## src/rtl/line_window_gen.sv

```systemverilog
// line_window_gen: reorders line-buffer bank reads oldest-to-newest, applies vertical pad masks and
// emits registered KxK sliding windows with left/right zero padding and column stride.
// Define LINE_WIN_CNT_EN to add o_win_count, a 16-bit wrapping count of emitted windows.
module line_window_gen #(
    parameter int unsigned KER_SIZE    = 3,
    parameter int unsigned BITWIDTH    = 8,
    parameter int unsigned NFMAPS      = 3,
    parameter int unsigned INPUT_X_DIM = 28,
    parameter int unsigned PAD         = 1,
    parameter int unsigned STRIDE      = 1
) (
    input  logic                                         i_clk,
    input  logic                                         i_rst,
    input  logic                                         i_in_valid,
    input  logic [(KER_SIZE+1)*NFMAPS*BITWIDTH-1:0]      i_rd_data,
    input  logic [KER_SIZE:0]                            i_wr_bank,
    input  logic [KER_SIZE-1:0]                          i_top_pad_mask,
    input  logic                                         i_bottom_pad_mask,
    output logic                                         o_in_ready,
    output logic                                         o_win_valid,
    output logic [KER_SIZE*KER_SIZE*NFMAPS*BITWIDTH-1:0] o_win_data,
    output logic [7:0]                                   o_win_col,
    output logic                                         o_row_done,
    output logic                                         o_overrun
`ifdef LINE_WIN_CNT_EN
    ,
    output logic [15:0]                                  o_win_count
`endif
);

    localparam int unsigned FW       = NFMAPS * BITWIDTH;
    localparam int unsigned NWIN     = (INPUT_X_DIM + 2 * PAD - KER_SIZE) / STRIDE + 1;
    localparam logic [7:0]  PAD_PC   = 8'(PAD);
    localparam logic [7:0]  KM1      = 8'(KER_SIZE - 1);
    localparam logic [7:0]  STR      = 8'(STRIDE);
    localparam logic [7:0]  LAST_WIN = 8'(NWIN - 1);
    localparam logic [7:0]  XDIM     = 8'(INPUT_X_DIM);

    typedef enum logic [1:0] {StIdle, StStream, StFlush} state_e;

    state_e        r_state;
    logic [FW-1:0] r_sr [KER_SIZE][KER_SIZE];  // [column][row], column KER_SIZE-1 is newest
    logic [7:0]    r_pc;
    logic [7:0]    r_in_cnt;
    logic [7:0]    r_flush_cnt;
    logic [7:0]    r_win_idx;
    logic [7:0]    r_win_col;
    logic          r_in_ready;
    logic          r_win_valid;
    logic          r_row_done;
    logic          r_overrun;

    logic [FW-1:0] w_col [KER_SIZE];
    int unsigned   w_wr_idx;
    logic          w_accept;
    logic          w_shift;
    logic          w_emit;
    logic [7:0]    w_pc_nx;

    // The bank after the one being written holds the oldest row.
    always_comb begin
        w_wr_idx = 0;
        for (int unsigned b = 0; b <= KER_SIZE; b++) begin
            if (i_wr_bank[b]) w_wr_idx = b;
        end
        for (int unsigned r = 0; r < KER_SIZE; r++) begin
            w_col[r] = '0;
            for (int unsigned b = 0; b <= KER_SIZE; b++) begin
                if (b == (w_wr_idx + 1 + r) % (KER_SIZE + 1)) w_col[r] = i_rd_data[b*FW +: FW];
            end
            if (i_top_pad_mask[r] || (r == KER_SIZE - 1 && i_bottom_pad_mask)) w_col[r] = '0;
        end
    end

    always_comb begin
        w_accept = i_in_valid && r_in_ready;
        w_shift  = w_accept || (r_state == StFlush);
        w_pc_nx  = (r_state == StIdle) ? PAD_PC : r_pc + 8'd1;
        w_emit   = w_shift && (w_pc_nx >= KM1) && (((w_pc_nx - KM1) % STR) == 8'd0);
    end

    always_ff @(posedge i_clk) begin
        if (i_rst) begin
            r_state     <= StIdle;
            for (int unsigned c = 0; c < KER_SIZE; c++) begin
                for (int unsigned r = 0; r < KER_SIZE; r++) r_sr[c][r] <= '0;
            end
            r_pc        <= '0;
            r_in_cnt    <= '0;
            r_flush_cnt <= '0;
            r_win_idx   <= '0;
            r_win_col   <= '0;
            r_in_ready  <= 1'b1;
            r_win_valid <= 1'b0;
            r_row_done  <= 1'b0;
            r_overrun   <= 1'b0;
        end else begin
            r_win_valid <= w_emit;
            r_row_done  <= w_emit && (r_win_idx == LAST_WIN);
            if (w_emit) begin
                r_win_col <= r_win_idx;
                r_win_idx <= (r_win_idx == LAST_WIN) ? 8'd0 : r_win_idx + 8'd1;
            end
            if (i_in_valid && !r_in_ready) r_overrun <= 1'b1;

            // First column of a row clears the older columns, giving the implicit left pad.
            if (w_shift) begin
                r_pc <= w_pc_nx;
                for (int unsigned c = 0; c + 1 < KER_SIZE; c++) begin
                    for (int unsigned r = 0; r < KER_SIZE; r++) begin
                        r_sr[c][r] <= (r_state == StIdle) ? '0 : r_sr[c+1][r];
                    end
                end
                for (int unsigned r = 0; r < KER_SIZE; r++) begin
                    r_sr[KER_SIZE-1][r] <= (r_state == StFlush) ? '0 : w_col[r];
                end
            end

            case (r_state)
                StIdle: begin
                    if (w_accept) begin
                        r_in_cnt    <= 8'd1;
                        r_flush_cnt <= 8'd0;
                        if (XDIM != 8'd1) begin
                            r_state <= StStream;
                        end else if (PAD > 0) begin
                            r_state    <= StFlush;
                            r_in_ready <= 1'b0;
                        end
                    end
                end
                StStream: begin
                    if (w_accept) begin
                        r_in_cnt <= r_in_cnt + 8'd1;
                        if (r_in_cnt + 8'd1 == XDIM) begin
                            if (PAD > 0) begin
                                r_state     <= StFlush;
                                r_in_ready  <= 1'b0;
                                r_flush_cnt <= 8'd0;
                            end else begin
                                r_state <= StIdle;
                            end
                        end
                    end
                end
                StFlush: begin
                    r_flush_cnt <= r_flush_cnt + 8'd1;
                    if (r_flush_cnt + 8'd1 == PAD_PC) begin
                        r_state    <= StIdle;
                        r_in_ready <= 1'b1;
                    end
                end
                default: r_state <= StIdle;
            endcase
        end
    end

    always_comb begin
        o_win_data = '0;
        for (int unsigned r = 0; r < KER_SIZE; r++) begin
            for (int unsigned c = 0; c < KER_SIZE; c++) begin
                o_win_data[(r*KER_SIZE + c)*FW +: FW] = r_sr[c][r];
            end
        end
    end

    assign o_in_ready  = r_in_ready;
    assign o_win_valid = r_win_valid;
    assign o_win_col   = r_win_col;
    assign o_row_done  = r_row_done;
    assign o_overrun   = r_overrun;

`ifdef LINE_WIN_CNT_EN
    logic [15:0] r_win_count;

    always_ff @(posedge i_clk) begin
        if (i_rst) begin
            r_win_count <= '0;
        end else if (r_win_valid) begin
            r_win_count <= r_win_count + 16'd1;
        end
    end

    assign o_win_count = r_win_count;
`endif

endmodule

```

## config.mk

```make
export PLATFORM = sky130hd
export DESIGN_NAME = line_window_gen
export DESIGN_NICKNAME = d
export VERILOG_FILES = /design/src/rtl/line_window_gen.sv
export SDC_FILE = /design/constraint.sdc
export NUM_CORES = 1
export LEC_CHECK = 0
export ABC_AREA = 1
export CAP_MARGIN = 10
export CORE_MARGIN = 4
export CORE_UTILIZATION = 48
export CTS_CLUSTER_SIZE = 8
export DETAILED_ROUTE_END_ITERATION = 8
export GPL_ROUTABILITY_DRIVEN = 0
export HOLD_SLACK_MARGIN = 0.12
export PLACE_DENSITY = 0.8
export SYNTH_ARGS = -nofsm -noshare
export SYNTH_HDL_FRONTEND = slang
export SYNTH_SLANG_ARGS = --single-unit
```

## constraint.sdc

```tcl
create_clock -name i_clk -period 8.3 [get_ports i_clk]
set_input_delay 1.66 -clock i_clk [delete_from_list [all_inputs] [get_ports i_clk]]
set_output_delay 1.66 -clock i_clk [all_outputs]
set_load 0.03 [all_outputs]
```

==> flow_summary.toml, run 1 <==
[status]
status = "finished, final reports clean"

[routing]
route.antenna.remaining_nets = 0
initialDrtViolationCount = 1118
drt_first_pass_iters = 7
drc_errors = 0
route.vias.total = 10023
route.detailed.wl_per_inst_um = 18.6
drt_wl_total_mm = 35.2
number_of_vias_per_cell = 5.30

[place]
port_buffers = 333
dpl.hpwl_mm = 24.7

[global_route]
global_route.overflow_total = 0
global_route_wire_length_before_repair_mm = 52.2
grt_start_max_net_pins = 205
grt_pass1_vias = 9392
number_of_antenna_violations_at_the_first_check_in_global_routing = 2
grt_usage_pct = 24.7

[die]
floorplan.initialDensity_pct = 48.7
rows = 57
io_pins = 335
fp.dieArea_mm2 = 0.0272
die_height_um = 165
placeableCoreArea_mm2 = 0.0243
fp.dieW_um = 165

[critical_path]
startpoint = "i_wr_bank[3]"
critical_path.n_buffers_inverters = 4
critical_path_endpoint_category = "flop"
slowest_delay_ns = 1.01
rr_worst_depth = 8
critical_path_required_ns = 8.51
setup.worst_path.class = "primary input to flop"
crit_path_cell_trace = "clkdlybuf4s50_1, buf_4, clkinv_1, nand2_2, clkinv_1, a221oi_1, nor2_1"
crit_arrival_ns = 5.01
cp_slowest_cell = "sky130_fd_sc_hd__clkinv_1"
worst_path_most_repeated_cell = "sky130_fd_sc_hd__clkinv_1"
rrSetupSlack_ns = 5.25
cpLargestDelayFamily = "buffers and inverters"
worstSetupPathDepth = 7
worst_r2r_startpoint = "r_state[1]$_SDFFE_PP0P_"
worstSetupStartpointType = "primary input"
path_max_fanout = 47
r2r_end = "r_sr[0][191]$_SDFFCE_PP0P_"

[synthesis]
synth_cell_type_count = 39
synth_instances = 1219
synth_top_cell_by_area = "sky130_fd_sc_hd__edfxtp_1"
synth_area_mm2 = 0.0118
ranking_of_synthesized_cells_by_instance_count = "sky130_fd_sc_hd__inv_1 (239), sky130_fd_sc_hd__edfxtp_1 (216), sky130_fd_sc_hd__nor2_1 (208)"
portion_of_netlist_area_occupied_by_mux_cells_pct = 0
synthesis.nets = 1331
post_synthesis_compound_gate_area_fraction_pct = 11.8
yosysMostFrequentCell = "sky130_fd_sc_hd__inv_1"
area_share_of_xor_xnor_cells_in_the_synthesized_design_pct = 0.740
synth_simple_gate_area_share_pct = 14.3
ys_warn_count = 0
synth_enable_flop_cells = 216
ys_top_cells_by_area = "sky130_fd_sc_hd__edfxtp_1 (55%), sky130_fd_sc_hd__dfxtp_1 (7.8%), sky130_fd_sc_hd__inv_1 (7.6%)"
postSynth.topFlopCell = "sky130_fd_sc_hd__edfxtp_1"
sequential_element_share_of_the_synthesized_area_pct = 62.6
synth_top_area_share_pct = 54.8
async_reset_ff_share_pct = 0
synth_fa_ha_area_share_pct = 0.529
ys_seq_elements = 262
main_combinational_cell_family_by_area_after_synthesis = "simple AND/OR/NAND/NOR gates"
postSynthAreaPerCell_um2 = 9.71

[finish]
final_net_count = 1655
post_route_cells_drive_above_1_share_pct = 4.80
area_delta_synth_final_pct = 39.7
fill_cells = 1783

[timing]
rsz0062_at_grt = "false"
clock_skew_ns = 0.0266
fin_tns_setup_ns = 0
report.final.hold_viol_count = 0
setup_viol_count_final = 0
final_min_period_over_clock_period_pct = 57.9
worst_hold_slack_ns = 0.467
min_period_ns = 4.81
max_freq_mhz = 208
drv_slew = 0
timing.slew.headroom_pct = 24.6
slew_of_the_pin_with_the_lowest_slew_margin_ns = 1.13

[cts]
clk_pin_slew_ns = 0.05
post_cts_hold_buffer_count = 0
cts_resized = 0
cts_max_path_buffers = 3
clk-insertion-delay-late_ns = 0.51
numCtsBuffers = 39
cts_htree_levels = 2
clock_tree_sinks = 262
postCtsSetupBuffers = 0
cts_tree = "yes"
clock_tree.root_cell = "sky130_fd_sc_hd__clkbuf_16"

[power_and_ir_drop]
power-per-cell-area_mw_per_mm2 = 207
power.static_leakage_uw = 0.00645
ir_drop_v = 0.000166

[min_path]
timing.hold.worst_path_depth = 2
holdPathEnd = "o_win_col[2]$_SDFFE_PP0P_"
hp-class = "flop to flop"
hp-start = "o_win_col[2]$_SDFFE_PP0P_"

[run]
max_cap_violations = 0
[cells in the final DEF, fill, tap and decap left out, drive strengths merged]
cell type,n
nor3,2
nor2,212
nor4,1
or2,5
a31oi,2
dfxtp,46
o221ai,9
inv,242
o22ai,62
diode,2
nand4,5
xor2,7
and3,1
ha,5
a221oi,22
nand2,150
clkinv,6
edfxtp,216
buf,9
a22oi,1
clkbuf,60
clkdlybuf4s50,333
or3,1
o2111ai,1
a21o,1
a21oi,99
o21ai,10
nand3,39
a221o,14
xnor2,3
[metrics by stage]
step                power [uW]  instance area (um^2)  setup slack, ns  util [%]  std cells
global placement          2000                 15400             3.13      63.4       1826
detailed placement        2000                 15400             3.10      63.4       1826
CTS                       3430                 16500             3.61      68.0       1888
global route              3530                 16500             3.34      68.0       1889
finish                    3420                 16500             3.49      68.0       1890
floorplan                 1790                 11800            0.802         -       1219
[per-layer routing]
layer,up-vias,GRT usage (%),routed length (um),part of all wire (%)
li1,4710,-,-,-
met1,4616,30.4,12800,36
met2,588,40.5,17000,48
met3,107,7.41,3920,11
met4,2,10.6,1500,4.3
met5,-,0,20,0.057
[registers in the layout, summed over array words and instances (netlist names)]
signal,flops
r_win_idx,8
r_pc,8
r_flush_cnt,8
r_sr,216
o_in_ready,1
o_row_done,1
o_win_col,8
r_state,2
o_win_valid,1
o_overrun,1
r_in_cnt,8
[logic make-up after synthesis]
logic type,count (synthesis)
AOI/OAI and AO/OA,221
xor gates and xnor gates,10
adders and majority gates,5
buffers and inverters,305
DFF,262
and+or+nand+nor,416
[tightest hold or removal path: cells and delay by family, from the launching register on]
kind	cells	cell delay (ns)
AOI/OAI and AO/OA	1	0.05
DFF	1	0.31
and+or+nand+nor	1	0.06
[how the worst max path moves through the flow]
stage	to
after floorplan	r_sr[0][0]$_SDFFCE_PP0P_
after global placement	r_sr[0][194]$_SDFFCE_PP0P_
after detailed placement	r_sr[0][194]$_SDFFCE_PP0P_
final	r_sr[0][194]$_SDFFCE_PP0P_
after global routing	r_sr[0][202]$_SDFFCE_PP0P_
after CTS	r_sr[0][194]$_SDFFCE_PP0P_
[layout make-up]
cell class                      count  area [um^2]  share of cell area [%]
Clock inverter                      2         13.8                  0.0833
Antenna cell                        2         5.00                  0.0303
Sequential cell                   262         7410                    44.8
Timing Repair Buffer              342         3410                    20.6
Tap cell                          324          405                    2.45
Multi-Input combinational cell    652         3270                    19.8
Inverter                          246          923                    5.59
Clock buffer                       60         1100                    6.64
[power by group]
group / total, uW / internal (uW) / switching [uW] / leakage (uW)
clock: 1430 / 897 / 538 / 0.000536
sequential: 1530 / 1490 / 39.8 / 0.00277
combinational: 456 / 180 / 275 / 0.00314
total: 3420 / 2560 / 853 / 0.00645
Power figures use the tool's default switching activity.
==> run 2: changes to the inputs <==
--- a/config.mk
+++ b/config.mk
@@ -8,12 +8,12 @@
 export ABC_AREA = 1
 export CAP_MARGIN = 10
 export CORE_MARGIN = 4
-export CORE_UTILIZATION = 48
+export CORE_UTILIZATION = 44
 export CTS_CLUSTER_SIZE = 8
 export DETAILED_ROUTE_END_ITERATION = 8
 export GPL_ROUTABILITY_DRIVEN = 0
 export HOLD_SLACK_MARGIN = 0.12
-export PLACE_DENSITY = 0.8
+export PLACE_DENSITY = 0.78
 export SYNTH_ARGS = -nofsm -noshare
 export SYNTH_HDL_FRONTEND = slang
 export SYNTH_SLANG_ARGS = --single-unit
==> constraint.sdc (replaced) <==
create_clock -name i_clk -period 4.4 [get_ports i_clk]
set_input_delay 0.88 -clock i_clk [delete_from_list [all_inputs] [get_ports i_clk]]
set_output_delay 0.88 -clock i_clk [all_outputs]
set_load 0.03 [all_outputs]
==> run 2 against run 1 <==
- sequential share of layout area shrank 0.23 points
- die area grew 8.6%
- worst hold slack lost 0.0024 ns
- sequential power grew 88%
- clock skew shrank 0.012 ns
- worst setup slack lost 2.5 ns
- non-clock buffer count grew 8
- global-route usage shrank 0.89 points
- clock power grew 85%
- first-iteration DRC count shrank 3.2%
- register-to-register slack lost 3.3 ns
- design area grew 0.51%
==> flow_summary.toml, run 2 (same netlist as run 1, synthesis figures left out) <==
[global_route]
global_route.overflow_total = 0
number_of_antenna_violations_at_the_first_check_in_global_routing = 6
global_route_wire_length_before_repair_mm = 54.9
grt_pass1_vias = 9817
grt_usage_pct = 23.8
grt_start_max_net_pins = 67

[run]
max_cap_violations = 0

[cts]
cts_htree_levels = 2
clk_pin_slew_ns = 0.05
post_cts_hold_buffer_count = 0
clock_tree_sinks = 262
postCtsSetupBuffers = 0
clock_tree.root_cell = "sky130_fd_sc_hd__clkbuf_16"
clk-insertion-delay-late_ns = 0.52
cts_max_path_buffers = 3
numCtsBuffers = 38
cts_tree = "yes"
cts_resized = 0

[routing]
drc_errors = 0
route.vias.total = 10117
initialDrtViolationCount = 1082
drt_wl_total_mm = 36.8
route.detailed.wl_per_inst_um = 19.3
drt_first_pass_iters = 6
number_of_vias_per_cell = 5.31
route.antenna.remaining_nets = 0

[place]
dp_cell_count = 1845
dpl.hpwl_mm = 26.5
port_buffers = 333

[timing]
worst_hold_slack_ns = 0.464
max_freq_mhz = 291
rsz0062_at_grt = "false"
drv_slew = 0
report.final.hold_viol_count = 0
setup_viol_count_final = 0
slew_of_the_pin_with_the_lowest_slew_margin_ns = 1.29
fin_tns_setup_ns = 0
timing.slew.headroom_pct = 13.9
clock_skew_ns = 0.0146
min_period_ns = 3.43
final_min_period_over_clock_period_pct = 78.0

[die]
floorplan.initialDensity_pct = 45.0
fp.dieW_um = 172
placeableCoreArea_mm2 = 0.0263
fp.dieArea_mm2 = 0.0296
io_pins = 335
die_height_um = 172
rows = 59

[power_and_ir_drop]
total_power_uw = 6410
power-per-cell-area_mw_per_mm2 = 385
power.static_leakage_uw = 0.00648
ir_drop_v = 0.000278

[finish]
share_of_the_core_filled_with_cells_pct = 63.2
final_cell_mix = "sky130_fd_sc_hd__clkdlybuf4s50_1 (333), sky130_fd_sc_hd__inv_1 (239), sky130_fd_sc_hd__edfxtp_1 (216)"
largest-register = "r_sr"
largest_register_ff_count = 216
area_delta_synth_final_pct = 40.4
final_net_count = 1662
post_route_cells_drive_above_1_share_pct = 5.18
instances_no_fill = 1906
most_common_library_cell_in_the_layout_ignoring_fill_and_taps = "sky130_fd_sc_hd__clkdlybuf4s50_1"
fill_cells = 2050

[critical_path]
critical_path_endpoint_category = "flop"
setup.worst_path.class = "primary input to flop"
path_max_fanout = 26
crit_arrival_ns = 3.69
critical_path_required_ns = 4.65
worstSetupStartpointType = "primary input"

[status]
status = "finished, final reports clean"

[min_path]
hp-class = "flop to flop"
-- run 2: cell count changes in the layout (fill, tap and decap cells not counted), sizes merged --
cell	change
inv	+2
diode	+5
buf	+8
clkbuf	-9
clkinv	-1
-- run 2: layout make-up --
cell class                      instances  area, um^2  share of cell area [%]
Antenna cell                            7        17.5                   0.105
Sequential cell                       262        7410                    44.6
Clock inverter                          3        56.3                   0.339
Inverter                              246         923                    5.56
Multi-Input combinational cell        652        3270                    19.7
Clock buffer                           51        1010                    6.08
Tap cell                              335         419                    2.52
Timing Repair Buffer                  350        3510                    21.1
-- run 2: worst paths after layout --
| path | to | slack (ns) | cells after the start | from |
|---|---|---|---|---|
| setup / recovery | r_sr[0][197]$_SDFFCE_PP0P_ | 0.97 | 6 | i_wr_bank[3] |
| setup reg to reg | r_sr[0][153]$_SDFFCE_PP0P_ | 1.91 | 7 | o_in_ready$_SDFFE_PP1P_ |
| hold / removal | o_win_col[0]$_SDFFE_PP0P_ | 0.46 | 2 | o_win_col[0]$_SDFFE_PP0P_ |
| hold reg to reg | o_win_col[0]$_SDFFE_PP0P_ | 0.46 | 2 | o_win_col[0]$_SDFFE_PP0P_ |
-- run 2: per-stage QoR --
stage | setup WS, ns | area, um^2
CTS | 1.05 | 16600
floorplan | 0.875 | 11800
finish | 0.966 | 16600
detailed placement | 0.538 | 15500
global route | 0.812 | 16600
global placement | 0.616 | 15500
-- run 2: power breakdown --
part,switching (uW),total [uW],internal (uW)
sequential,74.3,2880,2800
combinational,528,875,347
clock,1060,2650,1600
-- run 2: critical path, cell delays in order --
cell and delay (ns):
sky130_fd_sc_hd__clkdlybuf4s50_1 0.48, sky130_fd_sc_hd__clkinv_1 0.08, sky130_fd_sc_hd__nand2_1 0.56, sky130_fd_sc_hd__clkinv_1 0.98
sky130_fd_sc_hd__a221oi_1 0.61, sky130_fd_sc_hd__nor2_1 0.08
-- run 2: metal layers --
layer  wire length (um)  vias to the layer above  global-route usage [%]
met5                 13                        -                       0
met4               1190                        2                    8.54
met3               3800                       80                    6.56
met2              18300                      556                    40.3
met1              13500                     4759                    29.4
li1                   -                     4720                       -
